### src/rtl/edge_detect_multi.sv
// Multi-channel async-input edge detector: per-channel synchroniser, glitch filter,
// rise/fall/any-edge pulses and saturating edge counter.

module edge_detect_ch #(
  parameter int SYNC_STAGES = 2,
  parameter int FILTER_LEN  = 2,
  parameter int CNT_W       = 8,
  parameter bit RESET_BIT   = 1'b1
) (
  input  logic             clk,
  input  logic             n_rst,
  input  logic             d_i,
  input  logic             en_i,
  input  logic             cnt_clr_i,
  output logic             level_o,
  output logic             rise_o,
  output logic             fall_o,
  output logic             edge_o,
  output logic [CNT_W-1:0] cnt_o
);
  localparam int FCW = (FILTER_LEN > 1) ? $clog2(FILTER_LEN) : 1;
  localparam logic [FCW-1:0] FMAX = FCW'(FILTER_LEN - 1);

  logic [SYNC_STAGES-1:0] sync_q;
  logic                   s;
  logic                   level_q, level_d, prev_q;
  logic [FCW-1:0]         fcnt_q, fcnt_d;
  logic [CNT_W-1:0]       cnt_q, cnt_d;

  assign s = sync_q[SYNC_STAGES-1];

  // Filter counter drops to 0 whenever the sample agrees with level or en is low,
  // so any return to the current level restarts qualification.
  always_comb begin
    level_d = level_q;
    fcnt_d  = '0;
    if (en_i && (s != level_q)) begin
      if (fcnt_q == FMAX) level_d = s;
      else                fcnt_d  = fcnt_q + 1'b1;
    end
  end

  assign rise_o  = level_q & ~prev_q;
  assign fall_o  = ~level_q & prev_q;
  assign edge_o  = level_q ^ prev_q;
  assign level_o = level_q;
  assign cnt_o   = cnt_q;

  always_comb begin
    cnt_d = cnt_q;
    if (cnt_clr_i)              cnt_d = '0;
    else if (edge_o && ~&cnt_q) cnt_d = cnt_q + 1'b1;
  end

  always_ff @(posedge clk or negedge n_rst) begin
    if (!n_rst) begin
      sync_q  <= {SYNC_STAGES{RESET_BIT}};
      level_q <= RESET_BIT;
      prev_q  <= RESET_BIT;
      fcnt_q  <= '0;
      cnt_q   <= '0;
    end else begin
      sync_q[0] <= d_i;
      for (int k = 1; k < SYNC_STAGES; k++) sync_q[k] <= sync_q[k-1];
      level_q <= level_d;
      prev_q  <= level_q;
      fcnt_q  <= fcnt_d;
      cnt_q   <= cnt_d;
    end
  end
endmodule

module edge_detect_multi #(
  parameter int                NUM_CH      = 2,
  parameter int                SYNC_STAGES = 2,
  parameter int                FILTER_LEN  = 2,
  parameter logic [NUM_CH-1:0] RESET_VAL   = {NUM_CH{1'b1}},
  parameter int                CNT_W       = 8
) (
  input  logic                    clk,
  input  logic                    n_rst,
  input  logic [NUM_CH-1:0]       d_in,
  input  logic                    en,
  input  logic                    cnt_clr,
  output logic [NUM_CH-1:0]       level,
  output logic [NUM_CH-1:0]       rise,
  output logic [NUM_CH-1:0]       fall,
  output logic [NUM_CH-1:0]       d_edge,
  output logic [NUM_CH*CNT_W-1:0] edge_cnt
);
  for (genvar i = 0; i < NUM_CH; i++) begin : g_ch
    edge_detect_ch #(
      .SYNC_STAGES(SYNC_STAGES),
      .FILTER_LEN (FILTER_LEN),
      .CNT_W      (CNT_W),
      .RESET_BIT  (RESET_VAL[i])
    ) u_ch (
      .clk      (clk),
      .n_rst    (n_rst),
      .d_i      (d_in[i]),
      .en_i     (en),
      .cnt_clr_i(cnt_clr),
      .level_o  (level[i]),
      .rise_o   (rise[i]),
      .fall_o   (fall[i]),
      .edge_o   (d_edge[i]),
      .cnt_o    (edge_cnt[i*CNT_W +: CNT_W])
    );
  end
endmodule

### config.mk
export PLATFORM = sky130hd
export DESIGN_NAME = edge_detect_multi
export DESIGN_NICKNAME = d
export VERILOG_FILES = /design/src/rtl/edge_detect_multi.sv
export SDC_FILE = /design/constraint.sdc
export NUM_CORES = 1
export LEC_CHECK = 0
export CAP_MARGIN = 30
export CORE_UTILIZATION = 49
export CTS_CLUSTER_SIZE = 25
export DETAILED_ROUTE_END_ITERATION = 7
export GPL_ROUTABILITY_DRIVEN = 0
export PLACE_DENSITY_LB_ADDON = 0.15
export RECOVER_POWER = 50
export SYNTH_ARGS = -nofsm -noshare
export SYNTH_HDL_FRONTEND = slang
export SYNTH_SLANG_ARGS = --single-unit
### constraint.sdc
create_clock -name clk -period 2.25 [get_ports clk]
set_input_delay 0.5625 -clock clk [delete_from_list [all_inputs] [get_ports clk]]
set_output_delay 0.5625 -clock clk [all_outputs]
set_load 0.1 [all_outputs]
==> results of run 1 <==
## layer usage
layer	routed length [um]	track usage	share of wire
met1	993	0.232	0.44
met2	1030	0.272	0.46
met3	147	0.0650	0.066
met4	65	0.0556	0.029
met5	0	0	0
## sequential cells by signal, summed over array words and instances, names as in the netlist
name	count
g_ch.u_ch.level_o	2
g_ch.u_ch.sync_q	4
g_ch.u_ch.cnt_o	16
g_ch.u_ch.prev_q	2
g_ch.u_ch.fcnt_q	2
## cell families (layout without fill, tap and decap cells)
kind of cell    Yosys count  count (layout)  synth area share
xor+xnor                 13              13            0.0854
fa+ha+maj                 6               6            0.0563
compound gates           14              14             0.105
simple gates             35              35             0.130
mux                       4               4            0.0319
flops                    26              26             0.495
buf+inv                  22              44            0.0957
## per-stage QoR
stage               setup slack, ns  hold slack (ns)
floorplan                     0.147            0.267
global placement              0.408            0.346
detailed placement            0.389            0.349
CTS                          0.0189            0.368
global route                 0.0176            0.373
finish                        0.111            0.367
## layout make-up
class | count | area, um2 | share of cell area
clock buffer | 4 | 36.3 | 0.0219
inverter | 10 | 37.5 | 0.0227
multi-input combinational | 72 | 551 | 0.333
sequential | 26 | 661 | 0.399
tap | 30 | 37.5 | 0.0227
timing repair buffer | 30 | 332 | 0.200
## synth_stat cells, types with 3 or more instances
cell type                   n
sky130_fd_sc_hd__nand2_1    6
sky130_fd_sc_hd__dfrtp_1   18
sky130_fd_sc_hd__nor2_1    13
sky130_fd_sc_hd__buf_4      8
sky130_fd_sc_hd__a21oi_1    3
sky130_fd_sc_hd__xnor2_1   13
sky130_fd_sc_hd__a211oi_1   4
sky130_fd_sc_hd__ha_1       6
sky130_fd_sc_hd__nand3_1    4
sky130_fd_sc_hd__dfstp_2    8
sky130_fd_sc_hd__inv_1     10
## how the worst max path moves through the flow
stage	startpoint	endpoint	slack (ns)	depth (start not counted)
floorplan	g_ch[0].u_ch.cnt_o[0]$_DFFE_PN0P_	g_ch[0].u_ch.cnt_o[7]$_DFFE_PN0P_	0.15	6
global placement	g_ch[0].u_ch.prev_q$_DFF_PN1_	d_edge[0]	0.41	4
detailed placement	g_ch[0].u_ch.prev_q$_DFF_PN1_	d_edge[0]	0.39	4
CTS	g_ch[0].u_ch.prev_q$_DFF_PN1_	d_edge[0]	0.02	4
global route	g_ch[1].u_ch.level_o$_DFFE_PN1P_	d_edge[1]	0.02	3
finish	g_ch[1].u_ch.level_o$_DFFE_PN1P_	d_edge[1]	0.11	3
==> impl_summary.log, run 1 <==
INFO  metric route.detailed.drc = 0
INFO  metric cp_num_buf_inv = 2
INFO  metric synth_top_area_frac = 0.338
INFO  metric numClockSinks = 26
INFO  metric globalRouteOverflowTotal = 0
INFO  metric die_span_y = between 50 and 60 um
INFO  metric tightest_slew = 1.36 ns
INFO  metric placedCellCount = 168
INFO  metric wire_length_of_the_first_global_routing_pass = 3620 um
INFO  metric final_cell_mix = 18 x sky130_fd_sc_hd__dfrtp_1, 15 x sky130_fd_sc_hd__buf_4, 13 x sky130_fd_sc_hd__xnor2_1, 13 x sky130_fd_sc_hd__nor2_1, 9 x sky130_fd_sc_hd__inv_1
INFO  metric crit_path_end_kind = output port
INFO  metric register_area_share_after_synthesis = 0.495
INFO  metric finish.instance_area = around 0.0017 mm2
INFO  metric buffer_levels_on_the_longest_clock_path = 2
INFO  metric layout-area-overhead-vs-synth = 24.0%
INFO  metric setup_repair_after_global_routing_missed_its_margin = no
INFO  metric postSynth.topFlopCell = sky130_fd_sc_hd__dfrtp_1
INFO  metric setup_viol = 0
INFO  metric wire_per_inst = 13.0 um
INFO  metric quantity_of_hold_fixing_buffers_added_after_cts = 0
INFO  metric layout.core_utilization = 0.656
INFO  metric leading_cell_types_by_total_area_after_synthesis = sky130_fd_sc_hd__dfrtp_1 34%, sky130_fd_sc_hd__dfstp_2 16%, sky130_fd_sc_hd__xnor2_1 8.5%
INFO  metric final_layout_size_suffix_gt1_frac = 0.338
INFO  metric design.core.area = 0.00252 mm2
INFO  metric tns = 0 ns
INFO  metric design.die.area = 0.00293 mm2
INFO  metric global_router_s_overall_resource_usage = 0.178
INFO  metric cts_resized = 0
INFO  metric synth_area_leader_cell = sky130_fd_sc_hd__dfrtp_1
INFO  metric final.fill_count = 200
INFO  metric worst_r2r_path_depth = 4
INFO  metric antenna_found_initial = 0
INFO  metric r2r_setup_slk = 0.54 ns
INFO  metric cp-start-kind = flop
INFO  metric worstPathRequired = about 1.7 ns
INFO  metric pin_count_of_the_biggest_net_entering_global_routing = 27
INFO  metric start_util = 0.529
INFO  metric route.final.wire_length = about 2200 um
INFO  metric number_of_drc_markers_after_the_initial_detailed_route_iteration = 23
INFO  metric edff_count_synth = 0
INFO  metric ys_seq_elements = 26
INFO  metric cell_depth_of_the_worst_min_delay_path = 0
INFO  metric detailroute.via_count = approximately 930
INFO  metric count_of_different_cell_masters_after_synthesis = 30
INFO  metric timing.setup.critical_path_class = flop to output port
INFO  metric place_hpwl = 1670 um
INFO  metric std_cell_rows = 18
INFO  metric ctsRootBufferMaster = sky130_fd_sc_hd__clkbuf_4
INFO  metric dieWidth = 54.2 um
INFO  metric async_reset_ff_frac = 1.00
INFO  metric critical_path_arrival = roughly 1.6 ns
INFO  metric drtAntennaViolNets = 0
INFO  metric final_cells = ~170
INFO  metric slew_headroom = 0.0956
INFO  metric timing.hold.worst.class = flop to flop
INFO  metric vias_per_cell = 5.38
INFO  metric yosysWarningCount = 0
INFO  metric worst_path_dominant_cell_family = flip-flops
INFO  metric grt_pass1_vias = around 800
INFO  metric ratio_of_final_minimum_period_to_clock_period = 0.951
INFO  metric clkTransAtPathRegs = 0.13 ns
INFO  metric hold_end = g_ch[0].u_ch.sync_q[1]$_DFF_PN1_
INFO  metric clock.fmax = 468 MHz
INFO  metric clock_latency = 0.31 ns
INFO  metric count_of_input_and_output_buffers = 29
INFO  metric synth_area = around 0.0013 mm2
INFO  metric period_minus_slack = between 2 and 2.5 ns
INFO  metric finalClockSkew = 0.00459 ns
INFO  metric post_synth_inst_count = 120
INFO  metric r2r-start = g_ch[1].u_ch.level_o$_DFFE_PN1P_
INFO  metric hold_path_startpoint = g_ch[0].u_ch.sync_q[0]$_DFF_PN1_
INFO  metric synth_area_per_cell = roughly 11 um2
INFO  metric run_status = finished clean
INFO  metric fin_nets = between 150 and 200
INFO  metric timing.critical_path.slowest_cell_delay = ~0.63 ns
INFO  metric tritoncts = built
INFO  metric first_pass_iters = 4
INFO  metric cts_made_buffers = 3
INFO  metric cpMaxStageDelayCell = sky130_fd_sc_hd__dfstp_2
INFO  metric syn-num-nets = around 130
INFO  metric num_antenna_cells = 0
INFO  metric io_pins = 30
INFO  metric postPlaceCellArea = around 0.0016 mm2
INFO  metric crit_path_cell_trace = ha_2 -> inv_1 -> buf_12
INFO  metric mostFrequentLayoutCell = sky130_fd_sc_hd__dfrtp_1
INFO  metric postCtsSetupRepairBufs = 0
INFO  metric htreeDepth = 1
INFO  metric finalHoldViolCount = 0
INFO  metric worstReg2RegEnd = g_ch[1].u_ch.cnt_o[6]$_DFFE_PN0P_
INFO  metric worstPathMaxFanout = 7
INFO  metric cap_viol_max_count = 0
INFO  metric finalMaxSlewViolations = 0
Power of run 1 is left out: the tool's default activity adds up to more than one toggle a clock period on the data nets, which glitch-free logic cannot reach.
==> run 2, diff against run 1 <==
--- a/config.mk
+++ b/config.mk
@@ -12,6 +12,7 @@
 export GPL_ROUTABILITY_DRIVEN = 0
 export PLACE_DENSITY_LB_ADDON = 0.15
 export RECOVER_POWER = 50
+export REMOVE_ABC_BUFFERS = 1
 export SYNTH_ARGS = -nofsm -noshare
 export SYNTH_HDL_FRONTEND = slang
 export SYNTH_SLANG_ARGS = --single-unit
==> impl_summary.log, run 2 (synthesis gave the netlist of run 1 again) <==
INFO  metric final-seq-area = 661 um2 (unchanged)
INFO  metric globalRouteOverflowTotal = 0 (unchanged)
INFO  metric crit_path_cell_trace = ha_2 -> inv_1 -> buf_12
INFO  metric period_minus_slack = 2.14 ns (+0.00389 ns)
INFO  metric count_of_input_and_output_buffers = 29 (unchanged)
INFO  metric number_of_drc_markers_after_the_initial_detailed_route_iteration = 13 (-43%)
INFO  metric tns = 0 ns (unchanged)
INFO  metric timing.hold.worst.class = flop to flop
INFO  metric worst_r2r_path_depth = 5 (+1)
INFO  metric dr_wl_met3 = 70 um (-52%)
INFO  metric finalHoldViolCount = 0 (unchanged)
INFO  metric antenna_found_initial = 0 (unchanged)
INFO  metric worstPathRequired = 1.69 ns (about the same)
INFO  metric wire_length_of_the_first_global_routing_pass = 3380 um (-6.7%)
INFO  metric detailroute.wirelength.met2 = 1060 um (+2.3%)
INFO  metric numClockSinks = 26 (unchanged)
INFO  metric std_cell_rows = 18 (unchanged)
INFO  metric final_cell_mix = 18 x sky130_fd_sc_hd__dfrtp_1, 14 x sky130_fd_sc_hd__buf_4, 13 x sky130_fd_sc_hd__xnor2_1, 13 x sky130_fd_sc_hd__nor2_1, 9 x sky130_fd_sc_hd__inv_1
INFO  metric largest_register_ffs = 16 (unchanged)
INFO  metric final.fill_count = 205 (+2.5%)
INFO  metric fin_nets = 155 (unchanged)
INFO  metric tightest_slew = 1.31 ns (-0.0473 ns)
INFO  metric clock.fmax = 467 MHz (-0.18%)
INFO  metric critical_path_arrival = 1.58 ns (about the same)
INFO  metric cpMaxStageDelayCell = sky130_fd_sc_hd__dfstp_2
INFO  metric io_pins = 30 (unchanged)
INFO  metric route.final.wire_length = 2100 um (-6.4%)
INFO  metric global_router_s_overall_resource_usage = 0.165 (-0.0125)
INFO  metric detailroute.via_count = 890 (-3.8%)
INFO  metric place_hpwl = 1580 um (-5.5%)
INFO  metric tritoncts = built
INFO  metric start_util = 0.529 (unchanged)
INFO  metric multi_input_area = 551 um2 (unchanged)
INFO  metric ratio_of_final_minimum_period_to_clock_period = 0.952 (+0.00173)
INFO  metric worstReg2RegEnd = g_ch[0].u_ch.cnt_o[7]$_DFFE_PN0P_
INFO  metric design.core.area = 0.00252 mm2 (unchanged)
INFO  metric slew_headroom = 0.127 (+0.0315)
INFO  metric route.top_layer_used = met4
INFO  metric first_pass_iters = 2 (-2)
INFO  metric grt_pass1_vias = 775 (-3.2%)
INFO  metric run_status = finished clean
INFO  metric finalMaxSlewViolations = 0 (unchanged)
INFO  metric drtAntennaViolNets = 0 (unchanged)
INFO  metric finalClockSkew = 0.00481 ns (+0.000222 ns)
INFO  metric vias_per_cell = 5.17 (-3.8%)
INFO  metric design.die.area = 0.00293 mm2 (unchanged)
INFO  metric setup_repair_after_global_routing_missed_its_margin = no
INFO  metric dieWidth = 54.2 um (unchanged)
INFO  metric cp_endpoint = d_edge[1]
INFO  metric cts_made_buffers = 3 (unchanged)
INFO  metric cap_viol_max_count = 0 (unchanged)
INFO  metric crit_path_end_kind = output port
INFO  metric cp-start-kind = flop
INFO  metric htreeDepth = 1 (unchanged)
INFO  metric buffer_levels_on_the_longest_clock_path = 2 (unchanged)
INFO  metric final_layout_size_suffix_gt1_frac = 0.338 (unchanged)
INFO  metric layout-area-overhead-vs-synth = 23.8%
INFO  metric route.detailed.drc = 0 (unchanged)
INFO  metric die_span_y = 54.2 um (unchanged)
INFO  metric ctsRootBufferMaster = sky130_fd_sc_hd__clkbuf_4
INFO  metric clkTransAtPathRegs = 0.13 ns (about the same)
INFO  metric r2r-start = g_ch[0].u_ch.cnt_o[0]$_DFFE_PN0P_
INFO  metric wire_per_inst = 12.2 um (-6.4%)
INFO  metric clock_latency = 0.31 ns (about the same)
INFO  metric timing.setup.critical_path_class = flop to output port
INFO  metric worstPathMaxFanout = 7 (unchanged)
INFO  metric pin_count_of_the_biggest_net_entering_global_routing = 27 (unchanged)
INFO  metric setup_viol = 0 (unchanged)
INFO  metric r2r_setup_slk = 0.57 ns (+0.03 ns)
INFO  metric quantity_of_hold_fixing_buffers_added_after_cts = 0 (unchanged)
INFO  metric met1Wirelength = 949 um (-4.4%)
INFO  metric num_antenna_cells = 0 (unchanged)
INFO  metric mostFrequentLayoutCell = sky130_fd_sc_hd__dfrtp_1
INFO  metric timing.critical_path.slowest_cell_delay = 0.63 ns (about the same)
INFO  metric critical_path.startpoint = g_ch[1].u_ch.level_o$_DFFE_PN1P_
INFO  metric cell_depth_of_the_worst_min_delay_path = 0 (unchanged)
[run 2: area by class of cell]
cell class | instances | share of cell area
Inverter | 10 | 0.0227
Sequential cell | 26 | 0.400
Clock buffer | 4 | 0.0220
Multi-Input combinational cell | 72 | 0.333
Timing Repair Buffer | 30 | 0.199
Tap cell | 30 | 0.0227
[run 2: worst max-delay path: cells and delay by family (launching register included)]
kind	cells	cell delay, ns
flops	1	0.63
buf+inv	2	0.30
fa+ha+maj	1	0.35
[run 2: timing repair]
action                                  4_1_cts  5_1_grt
resized for setup                             0        3
buffers inserted                              0        0
endpoints found under the setup margin        0        2
[run 2: worst min path at each step]
stage,from,to
after floorplan,n_rst,g_ch[0].u_ch.cnt_o[0]$_DFFE_PN0P_
after global placement,g_ch[0].u_ch.sync_q[0]$_DFF_PN1_,g_ch[0].u_ch.sync_q[1]$_DFF_PN1_
after detailed placement,g_ch[0].u_ch.sync_q[0]$_DFF_PN1_,g_ch[0].u_ch.sync_q[1]$_DFF_PN1_
after CTS,g_ch[0].u_ch.sync_q[0]$_DFF_PN1_,g_ch[0].u_ch.sync_q[1]$_DFF_PN1_
after global routing,g_ch[0].u_ch.sync_q[0]$_DFF_PN1_,g_ch[0].u_ch.sync_q[1]$_DFF_PN1_
final,g_ch[0].u_ch.sync_q[0]$_DFF_PN1_,g_ch[0].u_ch.sync_q[1]$_DFF_PN1_
[run 2: per-stage QoR]
stage               cell area, um2  worst slack [ns]  instances  hold WS (ns)  utilization
detailed placement            1620             0.393        168         0.348        0.642
global route                  1650            0.0334        172         0.368        0.655
finish                        1650             0.107        172         0.366        0.655
floorplan                     1240            -0.256        108         0.267            -
CTS                           1660            0.0223        172         0.367        0.656
global placement              1620             0.412        168         0.346        0.642
[run 2: metal layers]
metal	track usage	up-vias
met5	0	-
met4	0.0769	0
met3	0.0254	2
met2	0.266	18
met1	0.216	428
li1	-	442
Power of run 2 is left out for the same reason.
